`src/rtl/conv_load_sched_if.sv`:
```
// ---------------------------------------------------------------------------
// conv_load_sched_if
// Bundles the load scheduler's input stream (valid/ready) and its shared,
// registered per-tile write bus (kernel BRAM 1/2, input URAM, tile index,
// broadcast flag and kernel-load pulse).
//   master : the side that supplies stream words and consumes the write bus
//   slave  : the scheduler itself
// ---------------------------------------------------------------------------
interface conv_load_sched_if #(
   parameter int Y        = 480,
   parameter int A_W      = 14,
   parameter int M_W      = 18,
   parameter int URAM_A_W = 23,
   parameter int URAM_D_W = 72
);
   localparam int TILE_W = (Y > 1) ? $clog2(Y) : 1;

   // input stream
   logic [URAM_D_W-1:0] s_data;
   logic                s_valid;
   logic                s_ready;

   // shared write bus
   logic [TILE_W-1:0]   wr_tile;
   logic                wr_bcast;
   logic [A_W-1:0]      krnl_bram1_wraddr;
   logic [M_W-1:0]      krnl_bram1_wrdata;
   logic                krnl_bram1_wren;
   logic [A_W-1:0]      krnl_bram2_wraddr;
   logic [M_W-1:0]      krnl_bram2_wrdata;
   logic                krnl_bram2_wren;
   logic [URAM_A_W-1:0] uram1_wr_addr;
   logic [URAM_D_W-1:0] uram1_wr_data;
   logic                uram1_wr_en;
   logic                ld_new_kernel;

   modport master (
      output s_data, s_valid,
      input  s_ready,
      input  wr_tile, wr_bcast,
      input  krnl_bram1_wraddr, krnl_bram1_wrdata, krnl_bram1_wren,
      input  krnl_bram2_wraddr, krnl_bram2_wrdata, krnl_bram2_wren,
      input  uram1_wr_addr, uram1_wr_data, uram1_wr_en,
      input  ld_new_kernel
   );

   modport slave (
      input  s_data, s_valid,
      output s_ready,
      output wr_tile, wr_bcast,
      output krnl_bram1_wraddr, krnl_bram1_wrdata, krnl_bram1_wren,
      output krnl_bram2_wraddr, krnl_bram2_wrdata, krnl_bram2_wren,
      output uram1_wr_addr, uram1_wr_data, uram1_wr_en,
      output ld_new_kernel
   );
endinterface

```
`src/rtl/conv_load_sched.sv`:
```
// ---------------------------------------------------------------------------
// conv_load_sched
// Sequences one valid/ready stream into every tile's kernel BRAM 1, kernel
// BRAM 2 and input URAM, in that order, tile by tile. All write-bus outputs,
// busy and done are registered; s_ready is a decode of the state register.
//
// Optional feature (macro CONV_LOAD_BCAST_EN):
//   defined   - kernels are loaded once and broadcast to all tiles
//               (wr_bcast = 1, wr_tile = 0), then the image phase walks the
//               tiles back to back without revisiting the kernel states.
//   undefined - per-tile kernels; wr_bcast is tied low.
// ---------------------------------------------------------------------------
module conv_load_sched #(
   parameter int Y        = 480,
   parameter int KERN_SZ  = 3,
   parameter int IMG_W    = 4,
   parameter int IMG_D    = 6,
   parameter int A_W      = 14,
   parameter int M_W      = 18,
   parameter int URAM_A_W = 23,
   parameter int URAM_D_W = 72
) (
   input  logic             clk,
   input  logic             rst,     // asynchronous, active low
   input  logic             start,
   input  logic             abort,
   conv_load_sched_if.slave bus,
   output logic             busy,
   output logic             done
);

   localparam int KN      = KERN_SZ * KERN_SZ;
   localparam int IMG_N   = IMG_W * IMG_D;
   localparam int TILE_W  = (Y > 1) ? $clog2(Y) : 1;
   localparam int CNT_MAX = (KN > IMG_N) ? KN : IMG_N;
   localparam int CNT_W   = (CNT_MAX > 1) ? $clog2(CNT_MAX) : 1;

   localparam logic [CNT_W-1:0]  KN_LAST   = CNT_W'(KN - 1);
   localparam logic [CNT_W-1:0]  IMG_LAST  = CNT_W'(IMG_N - 1);
   localparam logic [TILE_W-1:0] TILE_LAST = TILE_W'(Y - 1);

`ifdef CONV_LOAD_BCAST_EN
   localparam logic BCAST = 1'b1;
`else
   localparam logic BCAST = 1'b0;
`endif

   typedef enum logic [2:0] {
      ST_IDLE = 3'd0,
      ST_K1   = 3'd1,
      ST_K2   = 3'd2,
      ST_IMG  = 3'd3,
      ST_DONE = 3'd4
   } state_t;

   state_t              state_r, state_s;
   logic [TILE_W-1:0]   tile_r, tile_s;
   logic [CNT_W-1:0]    wcnt_r, wcnt_s;
   logic [CNT_W-1:0]    wcnt_inc_s;
   logic                ready_s;
   logic                beat_s;
   logic                kern_s;

   logic [TILE_W-1:0]   wr_tile_r;
   logic                wr_bcast_r;
   logic [A_W-1:0]      b1_addr_r;
   logic [M_W-1:0]      b1_data_r;
   logic                b1_en_r;
   logic [A_W-1:0]      b2_addr_r;
   logic [M_W-1:0]      b2_data_r;
   logic                b2_en_r;
   logic [URAM_A_W-1:0] u_addr_r;
   logic [URAM_D_W-1:0] u_data_r;
   logic                u_en_r;
   logic                ld_r;
   logic                busy_r;
   logic                done_r;

   // Ready decode: the three loading states accept words, nothing else does
   always_comb begin
      ready_s = 1'b0;
      case (state_r)
         ST_K1, ST_K2, ST_IMG: ready_s = 1'b1;
         default:              ready_s = 1'b0;
      endcase
   end

   // abort wins over a same-cycle beat, so it also blocks acceptance
   assign beat_s     = bus.s_valid && ready_s && !abort;
   assign kern_s     = (state_r == ST_K1) || (state_r == ST_K2);
   assign wcnt_inc_s = wcnt_r + CNT_W'(1);

   // Next-state, tile and word-counter logic
   always_comb begin
      state_s = state_r;
      tile_s  = tile_r;
      wcnt_s  = wcnt_r;
      if (abort) begin
         state_s = ST_IDLE;
         tile_s  = '0;
         wcnt_s  = '0;
      end else begin
         case (state_r)
            ST_IDLE: begin
               if (start) begin
                  state_s = ST_K1;
                  tile_s  = '0;
                  wcnt_s  = '0;
               end else begin
                  state_s = ST_IDLE;
               end
            end
            ST_K1: begin
               if (beat_s && (wcnt_r == KN_LAST)) begin
                  state_s = ST_K2;
                  wcnt_s  = '0;
               end else if (beat_s) begin
                  wcnt_s = wcnt_inc_s;
               end else begin
                  wcnt_s = wcnt_r;
               end
            end
            ST_K2: begin
               if (beat_s && (wcnt_r == KN_LAST)) begin
                  state_s = ST_IMG;
                  wcnt_s  = '0;
               end else if (beat_s) begin
                  wcnt_s = wcnt_inc_s;
               end else begin
                  wcnt_s = wcnt_r;
               end
            end
            ST_IMG: begin
               if (beat_s && (wcnt_r == IMG_LAST) && (tile_r == TILE_LAST)) begin
                  state_s = ST_DONE;
                  wcnt_s  = '0;
               end else if (beat_s && (wcnt_r == IMG_LAST)) begin
                  // broadcast kernels are already resident in every tile
                  state_s = BCAST ? ST_IMG : ST_K1;
                  tile_s  = tile_r + TILE_W'(1);
                  wcnt_s  = '0;
               end else if (beat_s) begin
                  wcnt_s = wcnt_inc_s;
               end else begin
                  wcnt_s = wcnt_r;
               end
            end
            ST_DONE: begin
               state_s = ST_IDLE;
            end
            default: begin
               state_s = ST_IDLE;
               tile_s  = '0;
               wcnt_s  = '0;
            end
         endcase
      end
   end

   // State, tile and word-counter registers
   always_ff @(posedge clk or negedge rst) begin
      if (!rst) begin
         state_r <= ST_IDLE;
         tile_r  <= '0;
         wcnt_r  <= '0;
      end else begin
         state_r <= state_s;
         tile_r  <= tile_s;
         wcnt_r  <= wcnt_s;
      end
   end

   // Registered write bus: a strobe and its qualifiers follow the accepting edge
   always_ff @(posedge clk or negedge rst) begin
      if (!rst) begin
         wr_tile_r  <= '0;
         wr_bcast_r <= 1'b0;
         b1_addr_r  <= '0;
         b1_data_r  <= '0;
         b1_en_r    <= 1'b0;
         b2_addr_r  <= '0;
         b2_data_r  <= '0;
         b2_en_r    <= 1'b0;
         u_addr_r   <= '0;
         u_data_r   <= '0;
         u_en_r     <= 1'b0;
         ld_r       <= 1'b0;
         busy_r     <= 1'b0;
         done_r     <= 1'b0;
      end else begin
         b1_en_r <= beat_s && (state_r == ST_K1);
         b2_en_r <= beat_s && (state_r == ST_K2);
         u_en_r  <= beat_s && (state_r == ST_IMG);
         // weights are resident once the last bram2 word lands
         ld_r    <= beat_s && (state_r == ST_K2) && (wcnt_r == KN_LAST);
         done_r  <= (state_r == ST_DONE);
         busy_r  <= (state_s != ST_IDLE);
         if (beat_s) begin
            wr_tile_r  <= (BCAST && kern_s) ? '0 : tile_r;
            wr_bcast_r <= BCAST && kern_s;
         end else begin
            wr_tile_r  <= wr_tile_r;
            wr_bcast_r <= wr_bcast_r;
         end
         if (beat_s && (state_r == ST_K1)) begin
            b1_addr_r <= A_W'(wcnt_r);
            b1_data_r <= bus.s_data[M_W-1:0];
         end else begin
            b1_addr_r <= b1_addr_r;
            b1_data_r <= b1_data_r;
         end
         if (beat_s && (state_r == ST_K2)) begin
            b2_addr_r <= A_W'(wcnt_r);
            b2_data_r <= bus.s_data[M_W-1:0];
         end else begin
            b2_addr_r <= b2_addr_r;
            b2_data_r <= b2_data_r;
         end
         if (beat_s && (state_r == ST_IMG)) begin
            u_addr_r <= URAM_A_W'(wcnt_r);
            u_data_r <= bus.s_data;
         end else begin
            u_addr_r <= u_addr_r;
            u_data_r <= u_data_r;
         end
      end
   end

   assign bus.s_ready           = ready_s;
   assign bus.wr_tile           = wr_tile_r;
   assign bus.wr_bcast          = wr_bcast_r;
   assign bus.krnl_bram1_wraddr = b1_addr_r;
   assign bus.krnl_bram1_wrdata = b1_data_r;
   assign bus.krnl_bram1_wren   = b1_en_r;
   assign bus.krnl_bram2_wraddr = b2_addr_r;
   assign bus.krnl_bram2_wrdata = b2_data_r;
   assign bus.krnl_bram2_wren   = b2_en_r;
   assign bus.uram1_wr_addr     = u_addr_r;
   assign bus.uram1_wr_data     = u_data_r;
   assign bus.uram1_wr_en       = u_en_r;
   assign bus.ld_new_kernel     = ld_r;
   assign busy                  = busy_r;
   assign done                  = done_r;

endmodule

```
`src/flat_wrapper.sv`:
```
// flat-port wrapper written by rule: the top's interface ports become plain ports
module conv_load_sched_flat 
#(
   parameter int Y        = 480,
   parameter int KERN_SZ  = 3,
   parameter int IMG_W    = 4,
   parameter int IMG_D    = 6,
   parameter int A_W      = 14,
   parameter int M_W      = 18,
   parameter int URAM_A_W = 23,
   parameter int URAM_D_W = 72
)
  (clk, rst, start, abort, busy, done, bus_s_data, bus_s_valid, bus_s_ready, bus_wr_tile, bus_wr_bcast, bus_krnl_bram1_wraddr, bus_krnl_bram1_wrdata, bus_krnl_bram1_wren, bus_krnl_bram2_wraddr, bus_krnl_bram2_wrdata, bus_krnl_bram2_wren, bus_uram1_wr_addr, bus_uram1_wr_data, bus_uram1_wr_en, bus_ld_new_kernel);
  conv_load_sched_if #(.Y(Y), .A_W(A_W), .M_W(M_W), .URAM_A_W(URAM_A_W), .URAM_D_W(URAM_D_W)) bus_i ();
  input  logic clk;
  input  logic rst;
  input  logic start;
  input  logic abort;
  output logic busy;
  output logic done;
  input wire logic [$bits(bus_i.s_data)-1:0] bus_s_data;
  input wire logic [$bits(bus_i.s_valid)-1:0] bus_s_valid;
  output wire logic [$bits(bus_i.s_ready)-1:0] bus_s_ready;
  output wire logic [$bits(bus_i.wr_tile)-1:0] bus_wr_tile;
  output wire logic [$bits(bus_i.wr_bcast)-1:0] bus_wr_bcast;
  output wire logic [$bits(bus_i.krnl_bram1_wraddr)-1:0] bus_krnl_bram1_wraddr;
  output wire logic [$bits(bus_i.krnl_bram1_wrdata)-1:0] bus_krnl_bram1_wrdata;
  output wire logic [$bits(bus_i.krnl_bram1_wren)-1:0] bus_krnl_bram1_wren;
  output wire logic [$bits(bus_i.krnl_bram2_wraddr)-1:0] bus_krnl_bram2_wraddr;
  output wire logic [$bits(bus_i.krnl_bram2_wrdata)-1:0] bus_krnl_bram2_wrdata;
  output wire logic [$bits(bus_i.krnl_bram2_wren)-1:0] bus_krnl_bram2_wren;
  output wire logic [$bits(bus_i.uram1_wr_addr)-1:0] bus_uram1_wr_addr;
  output wire logic [$bits(bus_i.uram1_wr_data)-1:0] bus_uram1_wr_data;
  output wire logic [$bits(bus_i.uram1_wr_en)-1:0] bus_uram1_wr_en;
  output wire logic [$bits(bus_i.ld_new_kernel)-1:0] bus_ld_new_kernel;
  assign bus_i.s_data = bus_s_data;
  assign bus_i.s_valid = bus_s_valid;
  assign bus_s_ready = bus_i.s_ready;
  assign bus_wr_tile = bus_i.wr_tile;
  assign bus_wr_bcast = bus_i.wr_bcast;
  assign bus_krnl_bram1_wraddr = bus_i.krnl_bram1_wraddr;
  assign bus_krnl_bram1_wrdata = bus_i.krnl_bram1_wrdata;
  assign bus_krnl_bram1_wren = bus_i.krnl_bram1_wren;
  assign bus_krnl_bram2_wraddr = bus_i.krnl_bram2_wraddr;
  assign bus_krnl_bram2_wrdata = bus_i.krnl_bram2_wrdata;
  assign bus_krnl_bram2_wren = bus_i.krnl_bram2_wren;
  assign bus_uram1_wr_addr = bus_i.uram1_wr_addr;
  assign bus_uram1_wr_data = bus_i.uram1_wr_data;
  assign bus_uram1_wr_en = bus_i.uram1_wr_en;
  assign bus_ld_new_kernel = bus_i.ld_new_kernel;
  conv_load_sched #(.Y(Y), .KERN_SZ(KERN_SZ), .IMG_W(IMG_W), .IMG_D(IMG_D), .A_W(A_W), .M_W(M_W), .URAM_A_W(URAM_A_W), .URAM_D_W(URAM_D_W)) u_core (.clk(clk), .rst(rst), .start(start), .abort(abort), .bus(bus_i), .busy(busy), .done(done));
endmodule
```
`config.mk`:
```
export PLATFORM = sky130hd
export DESIGN_NAME = conv_load_sched_flat
export DESIGN_NICKNAME = d
export VERILOG_FILES = /design/src/rtl/conv_load_sched_if.sv /design/src/rtl/conv_load_sched.sv /design/src/flat_wrapper.sv
export SDC_FILE = /design/constraint.sdc
export NUM_CORES = 1
export LEC_CHECK = 0
export CORE_MARGIN = 4
export CORE_UTILIZATION = 25
export CTS_BUF_LIST = sky130_fd_sc_hd__clkbuf_8
export DETAILED_ROUTE_END_ITERATION = 12
export PLACE_DENSITY = 0.6
export SLEW_MARGIN = 0
export SYNTH_ARGS = -nofsm -noshare
export SYNTH_HDL_FRONTEND = slang
export SYNTH_SLANG_ARGS = --single-unit
```
`constraint.sdc`:
```
create_clock -name clk -period 2.2 [get_ports clk]
set_input_delay 0.22 -clock clk [delete_from_list [all_inputs] [get_ports clk]]
set_output_delay 0.22 -clock clk [all_outputs]
set_load 0.1 [all_outputs]
```
==> results.md <==
* Clock buffer depth at 2
* Avg Inst Size Synth at 12.8 um2
* Reg2Reg Depth at 5
* Critical R2R Launch: u_core.state_r[2]$_DFF_PN0_
* Initial antenna violation count at 0
* Synth area leader: dfrtp_1
* Crit Path Max Fanout at 5
* Top cells by instance count after synthesis: dfrtp_1 (155), mux2_2 (108), nand2_1 (70)
* First-pass GRT wire length at 26100 um
* Routed len/inst at 15.4 um
* Final core occ at 36.7%
* Async set-reset flop share out of synthesis at 100%
* Site Rows at a little under 60
* Drt drc at 0
* Vias per Instance at 4.13
* Reg-to-reg critical path endpoint: u_core.tile_r[8]$_DFFE_PN0P_
* Worst Path Class, Setup: reg -> reg
* Core Area at 0.0251 mm2
* Slew headroom at 59.1%
* Synth Instances at between 400 and 500
* Sequential area share after synthesis at 61.0%
* Fmax at 467 MHz
* Flop2flop setup slack at 0.06 ns
* Status: finished, final reports clean
* Arr. time, crit path at about 2.5 ns
* CP peak stage delay at approximately 0.44 ns
* Most frequent cell after synthesis: dfrtp_1
* Clock sink count at 155
* Total grt overflow at 0
* Die height at about 170 um
* Final WL at ~17000 um
* #FFs+latches synth at 155
* CP cell instances: or3b_4 > or3_4 > a211o_1 > or4_4 > a21oi_2
* Gp weighted congestion at 0.787
* CP startpoint kind: register
* Synth Flop Type: dfrtp_1
* Post-Syn Area at ~0.0064 mm2
* Final period util at 97.3%
* Initial DRC count at 194
* Req. time, crit path at 2.59 ns
* I/O Buffers at 215
* CTS HTree Levels at 4
* Clk slew on worst S/H paths at 0.10 ns
* Slew Limit Fails at 0
* Initial core utilization at 25.3%
* NumNets Final at 826
* Vias in the first global route at 4554
* Pin count of the biggest net entering global routing at 79
* Layout area overhead at 44.8%
* Die area at 0.0281 mm2
* Crit-path slowest cell: or4_4
* Top post-synthesis cells by area: dfrtp_1 (61%), mux2_2 (19%), buf_4 (4.4%)
* Max-Cap Viols at 0
* Clk_skew at about 0.017 ns
* Top-area cell type share of the netlist area at 61.0%
* Worst-Margin Slew at about 0.60 ns
* PD cells at 804 mW/mm2
* Finished Cell Area at 0.00922 mm2
* Yosys warns at 0
* Via count of the routed design at between 4000 and 5000
* Die Width at 168 um
* Hold Path Class: in -> async
* Final hold vios at 0
* Worst vdd ir at a little over 0.3 mV
* Worst Setup End Kind: register
* TritonCTS Buffers at 17
* Total GRT Usage at 11.8%
* CTS tree: done
* Distinct cell type count after synthesis at 44
* Worst-Skew Late Latency at about 0.45 ns
* Ant diodes at 0
* Pre-antenna DRT Iters at 4
* EDFF count, synth at 0
* Layout cells sized above 1 at 42.7%
* P_leak at approximately 4.7 nW
* Final ANT Viol Nets at 0
* I/O pin count at roughly 250
* Period minus WS final at 2.14 ns
* Cell Area, Placed at 0.00871 mm2
* Post-DP HPWL at 12300 um
* Clock root cell: clkbuf_8
* Final number of setup-violating endpoints at 0
## worst max-delay path by stage
stage,from,endpoint,slack [ns],cells past startpoint
detailed placement,bus_s_valid,u_core.tile_r[8]$_DFFE_PN0P_,-0.27,6
global route,u_core.state_r[2]$_DFF_PN0_,u_core.tile_r[8]$_DFFE_PN0P_,-0.02,5
global placement,bus_s_valid,u_core.tile_r[8]$_DFFE_PN0P_,-0.29,6
CTS,u_core.state_r[2]$_DFF_PN0_,u_core.tile_r[8]$_DFFE_PN0P_,0.02,5
finish,u_core.state_r[2]$_DFF_PN0_,u_core.tile_r[8]$_DFFE_PN0P_,0.06,5
floorplan,u_core.state_r[2]$_DFF_PN0_,u_core.tile_r[8]$_DFFE_PN0P_,-0.01,6
## report_power, final
group,switching [mW],total [mW],internal (mW)
registers,0.0632,3.03,2.97
clock network,1.13,2.55,1.43
logic,1.44,1.83,0.383
## flip-flops by register name (all words and copies together) (netlist names), 9 cells and up
name                          cells
u_core.bus.krnl_bram1_wrdata     18
u_core.tile_r                     9
u_core.bus.uram1_wr_data         72
u_core.bus.krnl_bram2_wrdata     18
u_core.bus.wr_tile                9
## cell families after synthesis
| kind of cell | share of synthesized area [%] |
|---|---|
| AO/OA/AOI/OAI | 3.28 |
| adder cells (fa/ha/maj) | 0.590 |
| XOR/XNOR | 0.551 |
| other | 0.0589 |
| buffers and inverters | 5.98 |
| multiplexers | 19.3 |
| AND/OR/NAND/NOR | 9.32 |
| flip-flops | 61.0 |
## stage by stage
stage | TNS [ns] | setup slack [ns] | total power [mW] | hold slack [ns] | instances
6_report | 0 | 0.0597 | 7.41 | 0.217 | 1089
5_1_grt | -0.0176 | -0.0176 | 7.72 | 0.218 | 1089
4_1_cts | 0 | 0.0248 | 7.55 | 0.192 | 1088
3_5_place_dp | -0.867 | -0.275 | 4.93 | 0.138 | 1055
3_3_place_gp | -0.792 | -0.285 | 4.92 | 0.142 | 1055
2_1_floorplan | -0.0101 | -0.0101 | 4.45 | -0.0756 | 535
## layout by cell type (no fill, tap or decap), types with 3 or more instances in the layout
cell type / n
a21oi_1: 5
buf_12: 8
buf_4: 164
bufinv_16: 5
clkbuf_8: 19
clkdlybuf4s50_1: 75
clkinv_2: 3
conb_1: 37
dfrtp_1: 155
ha_1: 3
inv_1: 7
mux2_2: 108
nand2_1: 69
nand4_1: 7
nor2_1: 23
nor3_1: 5
o21ai_0: 15
or2_2: 3
or3_1: 3
## per-layer routing
layer | part of all wire (%) | vias up | global-route usage (%)
met3 | 7.1 | 13 | 4.37
met1 | 41 | 2221 | 14.3
met4 | 1.4 | 0 | 3.39
met5 | 0 | - | 0
met2 | 50 | 139 | 19.9
li1 | - | 2129 | -
## area by class of cell
cell class              count  area [um2]
fillers                  2516       15900
flip-flops and latches    155        3880
multi-input cells         316        2260
repair buffers            249        2160
well taps                 330         413
clock buffers              19         262
clock inverters            13         211
inverters                   7        26.3
## worst max-delay path: cells and delay by family (launching register included)
family	cells	cell delay (ns)
compound gates	2	0.48
flops	1	0.39
simple gates	3	1.22
## timing repair
| action | in CTS | in global routing |
|---|---|---|
| endpoints found under the hold margin | 30 | 0 |
| resized for setup | 0 | 4 |
| hold buffers | 1 | 0 |
| setup endpoints to repair | 0 | 2 |
| setup buffers | 0 | 1 |
(Power assumes the default switching activity.)
==> edit 1 (same settings) <==
`Y` is set to 480 in 3 places; all go to 240.
--- a/src/rtl/conv_load_sched_if.sv
+++ b/src/rtl/conv_load_sched_if.sv
@@ -8,5 +8,5 @@
 // ---------------------------------------------------------------------------
 interface conv_load_sched_if #(
-   parameter int Y        = 480,
+   parameter int Y        = 240,
    parameter int A_W      = 14,
    parameter int M_W      = 18,
--- a/src/rtl/conv_load_sched.sv
+++ b/src/rtl/conv_load_sched.sv
@@ -12,5 +12,5 @@
 // ---------------------------------------------------------------------------
 module conv_load_sched #(
-   parameter int Y        = 480,
+   parameter int Y        = 240,
    parameter int KERN_SZ  = 3,
    parameter int IMG_W    = 4,
--- a/src/flat_wrapper.sv
+++ b/src/flat_wrapper.sv
@@ -2,5 +2,5 @@
 module conv_load_sched_flat 
 #(
-   parameter int Y        = 480,
+   parameter int Y        = 240,
    parameter int KERN_SZ  = 3,
    parameter int IMG_W    = 4,
Ports: changed (resized bus_wr_tile); port bits go from 253 to 252. The function was not compared with the original's and may differ.
==> edit 1 against the unedited design <==
Total power shrank 7.9%; routed wire length fell by 1.1%; sequential cell count decreased by 2; area after synthesis rose by 0.37%; worst setup slack better by 0.10 ns; hold slack improved by 0.066 ns; cell area decreased by 2.5%; critical endpoint is now u_core.tile_r[4]; highest routed layer unchanged.
==> edit 1: results (changes against the unedited design) <==
- Status: complete, no violations (unchanged)
- Detailed Place HPWL: 12200 microns (was 12300 microns)
- Worst clock skew: 0.0192 ns (was 0.0170 ns)
- Tightest Hold Check Type: primary input to async pin (unchanged)
- Asr flop ratio synth: 1.00 (unchanged)
- Highest ir drop seen on vdd: 0.356 mV (was 0.307 mV)
- CTS Buffer Depth: 2 (unchanged)
- Top cells by instance count after synthesis: dfrtp_1 (153), mux2_2 (116), buf_4 (38), nand2_1 (34), buf_2 (16) (was dfrtp_1 (155), mux2_2 (108), nand2_1 (70), buf_4 (37), nor2_1 (23))
- Nets: 783 (was 826)
- LEAKAGE: 4.51 nW (was 4.74 nW)
- Vias post-DR: 4357 (was 4502)
- Vias in the first global route: 4527 (was 4554)
- Register area share after synthesis: 0.599 (was 0.610)
- Largest net degree at the start of global routing: 49 (was 79)
- H-Tree Depth: 4 (unchanged)
- Worst-skew pair later-pin latency: 0.44 ns
- Root Buffer Master: clkbuf_8 (unchanged)
- Clk pin slew, worst setup/hold paths: 0.09 ns
- Gr usage total: 0.118 (about the same)
- Antenna Cells: 0 (unchanged)
- Ranking of synthesized cells by area: dfrtp_1 (60%), mux2_2 (20%), buf_4 (4.5%) (was dfrtp_1 (61%), mux2_2 (19%), buf_4 (4.4%))
- Ys Warns: 0 (unchanged)
- Wirelength per Cell: 15.9 microns (was 15.4 microns)
- Critical path peak fanout: 13 (was 5)
- Layout cells sized above 1: 0.443 (was 0.427)
- First-pass GRT wire length: 26400 microns (was 26100 microns)
- DR iter-0 viols: 195 (was 194)
- GPL Wtd Cong: 0.772 (was 0.787)
- Port bufs: 214 (was 215)
- Max FFs per register: 72 (unchanged)
- Synth unique cells: 51 (was 44)
- CTS buffer count: 17 (unchanged)
- Initial antenna violation count: 0 (unchanged)
- DRT Pass-1 Iters: 4 (unchanged)
[edit 1: cell families after synthesis]
| logic type | count (synthesis) | synth area share |
|---|---|---|
| mux | 117 | 0.206 |
| other cells | 1 | 0.000587 |
| fa+ha+maj | 3 | 0.00588 |
| flops | 153 | 0.599 |
| buf+inv | 69 | 0.0674 |
| xor+xnor | 3 | 0.00411 |
| simple gates | 81 | 0.0715 |
| compound gates | 44 | 0.0449 |
[edit 1: timing repair]
action	in CTS	in global routing
buffers inserted	0	0
hold buffers	1	0
resized for setup	0	1
setup endpoints to repair	0	1
hold endpoints to repair	43	0
[edit 1: report_power, final]
part / switching, mW / total (mW) / internal, mW
logic: 1.37 / 1.76 / 0.391
clock network: 1.09 / 2.08 / 0.987
registers: 0.0599 / 2.99 / 2.93
total: 2.52 / 6.83 / 4.30
[edit 1: path summary, 6_finish.rpt]
path	slack (ns)	start	depth (start not counted)	endpoint
max reg2reg	0.16	u_core.wcnt_r[1]	5	u_core.tile_r[4]
max	0.16	u_core.wcnt_r[1]	5	u_core.tile_r[4]
min in group clk	0.38	bus_s_data[34]	2	u_core.bus.uram1_wr_data[34]
min reg2reg	0.48	u_core.bus.wr_tile[4]	2	u_core.bus.wr_tile[4]
max in group asynchronous	1.24	rst	3	u_core.state_r[1]
min	0.28	rst	2	u_core.bus.krnl_bram1_wrdata[10]
[edit 1: area by class of cell]
type / count / area [sq um]
clock buffers: 17 / 234
clock inverters: 14 / 135
fillers: 2512 / 16200
inverters: 10 / 37.5
multi-input cells: 285 / 2280
flip-flops and latches: 153 / 3830
well taps: 330 / 413
repair buffers: 236 / 2070
[edit 1: routing by layer]
layer / wire [microns] / part of all wire / vias to the layer above / track usage
li1: - / - / 2051 / -
met1: 6960 / 0.42 / 2172 / 0.147
met2: 8590 / 0.52 / 124 / 0.201
met3: 945 / 0.057 / 10 / 0.0359
met4: 148 / 0.0089 / 0 / 0.0286
met5: 0 / 0 / - / 0
[edit 1: through the flow]
step	worst slack [ns]	std cells	instance area (sq um)
after floorplan	0.350	507	6530
after global placement	0.109	1013	8610
after detailed placement	0.0999	1013	8610
after CTS	0.125	1045	8990
after global routing	0.000203	1045	8990
final	0.159	1045	8990
[edit 1: worst max-delay path, stage by stage (launching register included)]
cell	delay, ns
dfrtp_1	0.42
ha_1	0.27
nand4b_2	0.18
or3_4	0.47
or4_1	0.48
a21oi_1	0.15
==> edit 2 (same settings) <==
Without the edit above. Compare `wcnt_r` against `KN_LAST` with >= in place of ==.
--- a/src/rtl/conv_load_sched.sv
+++ b/src/rtl/conv_load_sched.sv
@@ -112,5 +112,5 @@
             end
             ST_K1: begin
-               if (beat_s && (wcnt_r == KN_LAST)) begin
+               if (beat_s && (wcnt_r >= KN_LAST)) begin
                   state_s = ST_K2;
                   wcnt_s  = '0;
Check against the original RTL: no difference found for any inputs over 4 cycles, from zero or initial values and one cycle with rst low; that may be too few to reach the edited logic, so the function may still have changed.
==> edit 2 against the unedited design <==
Clock power is 15% lower; sequential cell count stayed put; area after synthesis is 2.3% higher; cell area is 1.2% lower; total power is 13% lower; worst setup slack better by 0.16 ns; hold slack better by 0.022 ns; routed wire length is 4.9% higher; die area is 2.2% higher.
==> edit 2: results (changes against the unedited design) <==
- Nets: 883 (was 826)
- Synth unique cells: 52 (was 44)
- Critical path peak fanout: 15 (was 5)
- H-Tree Depth: 4 (unchanged)
- Ys Warns: 0 (unchanged)
- WP data arrival: 2.31 ns (was 2.53 ns)
- Final cell count without fillers: 1146 (was 1089)
- Vias per cell: 4.17 (was 4.13)
- Max FFs per register: 72 (unchanged)
- Clk pin slew, worst setup/hold paths: 0.09 ns
- Gr usage total: 0.121 (was 0.118)
- Net Sw Power: 2.20 mW (was 2.63 mW)
- Register area share after synthesis: 0.596 (was 0.610)
- Slew headroom: 0.651 (was 0.591)
- DRT Pass-1 Iters: 5 (was 4)
- Antenna Cells: 0 (unchanged)
- CTS Buffer Depth: 2 (unchanged)
- Top cells by instance count after synthesis: dfrtp_1 (155), nand2_1 (153), mux2_2 (68), buf_4 (37), nor2_1 (23) (was dfrtp_1 (155), mux2_2 (108), nand2_1 (70), buf_4 (37), nor2_1 (23))
- First-pass GRT wire length: 27400 microns (was 26100 microns)
- Worst-skew pair later-pin latency: 0.44 ns
- Ranking of synthesized cells by area: dfrtp_1 (60%), mux2_2 (12%), nand2_1 (8.8%) (was dfrtp_1 (61%), mux2_2 (19%), buf_4 (4.4%))
- Layout fillers: 2605 (was 2516)
- Gate Count Post-Synth: 569 (was 499)
- Layout cells sized above 1: 0.333 (was 0.427)
- CTS buffer count: 17 (unchanged)
- # resized after CTS: 0 (unchanged)
- Status: complete, no violations (unchanged)
- Root Buffer Master: clkbuf_8 (unchanged)
- GPL Wtd Cong: 0.791 (was 0.787)
- Initial antenna violation count: 0 (unchanged)
- LEAKAGE: 4.78 nW (was 4.74 nW)
- Max-cap violations: 0 (unchanged)
- Detailed Place HPWL: 13100 microns (was 12300 microns)
- Worst clock skew: 0.0117 ns (was 0.0170 ns)
- Highest ir drop seen on vdd: 0.331 mV (was 0.307 mV)
- DR iter-0 viols: 272 (was 194)
- Tightest Hold Check Type: primary input to async pin (unchanged)
- Largest net degree at the start of global routing: 54 (was 79)
- Port bufs: 215 (unchanged)
- Main synth FF type: dfrtp_1 (unchanged)
- Asr flop ratio synth: 1.00 (unchanged)
- Total global routing overflow: 0 (unchanged)
- Vias in the first global route: 4909 (was 4554)
- WL final: 17600 microns (was 16800 microns)
==> edit 2: changes by cell type after synthesis, moves of 5 or more <==
cell     before  now
mux2_2      108   68
nand2_1      70  153
buf_2         1   12
mux2_1        0   10
buf_1         6    1
==> edit 2: final timing paths <==
| path | start | to | slack (ns) | depth (start not counted) |
|---|---|---|---|---|
| max | u_core.state_r[1] | u_core.tile_r[4] | 0.22 | 5 |
| min | rst | u_core.bus.uram1_wr_data[10] | 0.24 | 2 |
| max reg2reg | u_core.state_r[1] | u_core.tile_r[4] | 0.22 | 5 |
| min reg2reg | u_core.bus.wr_tile[8] | u_core.bus.wr_tile[8] | 0.48 | 2 |
| max in group asynchronous | rst | u_core.bus.uram1_wr_data[47] | 1.18 | 3 |
| min in group clk | bus_s_data[16] | u_core.bus.krnl_bram1_wrdata[16] | 0.36 | 3 |
==> edit 2: through the flow <==
stage	power, mW	hold WS (ns)	setup slack (ns)	util	instance area [sq um]
floorplan	3.98	-0.0756	0.0900	-	6640
global placement	4.33	0.152	0.0671	0.343	8700
detailed placement	4.33	0.156	0.0306	0.343	8700
CTS	6.56	0.224	0.221	0.359	9110
global route	6.73	0.236	0.0840	0.359	9110
finish	6.44	0.238	0.222	0.359	9110
==> edit 2: final cells by class <==
type,count,area (sq um),share of cell area
Sequential cell,155,3880,0.426
Multi-Input combinational cell,379,2330,0.256
Timing Repair Buffer,242,2060,0.226
Tap cell,330,413,0.0453
Clock buffer,18,248,0.0272
Clock inverter,14,145,0.0159
Inverter,8,30.0,0.00330
==> edit 2: repair_timing <==
action / CTS / global route
endpoints found under the hold margin: 34 / 0
hold buffers: 1 / 0
buffers inserted: 0 / 0
==> edit 2: worst max-delay path: stages (launching register included) <==
cell and delay (ns):
dfrtp_1 0.54, or4b_1 0.61, and3_1 0.25, nor2_1 0.19, nor2_1 0.07, a31o_1 0.21
==> edit 2: per-layer routing <==
metal  global-route usage  part of all wire  vias up
li1                     -                 -     2285
met1                0.156              0.43     2299
met2                0.196              0.47      183
met3               0.0445             0.085       10
met4               0.0263             0.012        0
met5                    0                 0        -
==> edit 2: power groups by stage <==
stage	registers, mW	clock network (mW)	logic, mW
CTS	2.96	2.28	1.31
detailed placement	3.02	0	1.31
global placement	3.02	0	1.31
global route	2.98	2.39	1.36
finish	2.96	2.17	1.30
floorplan	3.53	0	0.450
==> edit 2: cell families (layout without fill, tap and decap cells) <==
family / after synthesis / count (layout) / synth area share
compound gates: 34 / 34 / 0.0348
xor+xnor: 4 / 4 / 0.00538
fa+ha+maj: 3 / 3 / 0.00577
buf+inv: 71 / 282 / 0.0669
flops: 155 / 155 / 0.596
mux: 80 / 80 / 0.138
other cells: 1 / 37 / 0.000576
simple gates: 221 / 221 / 0.152
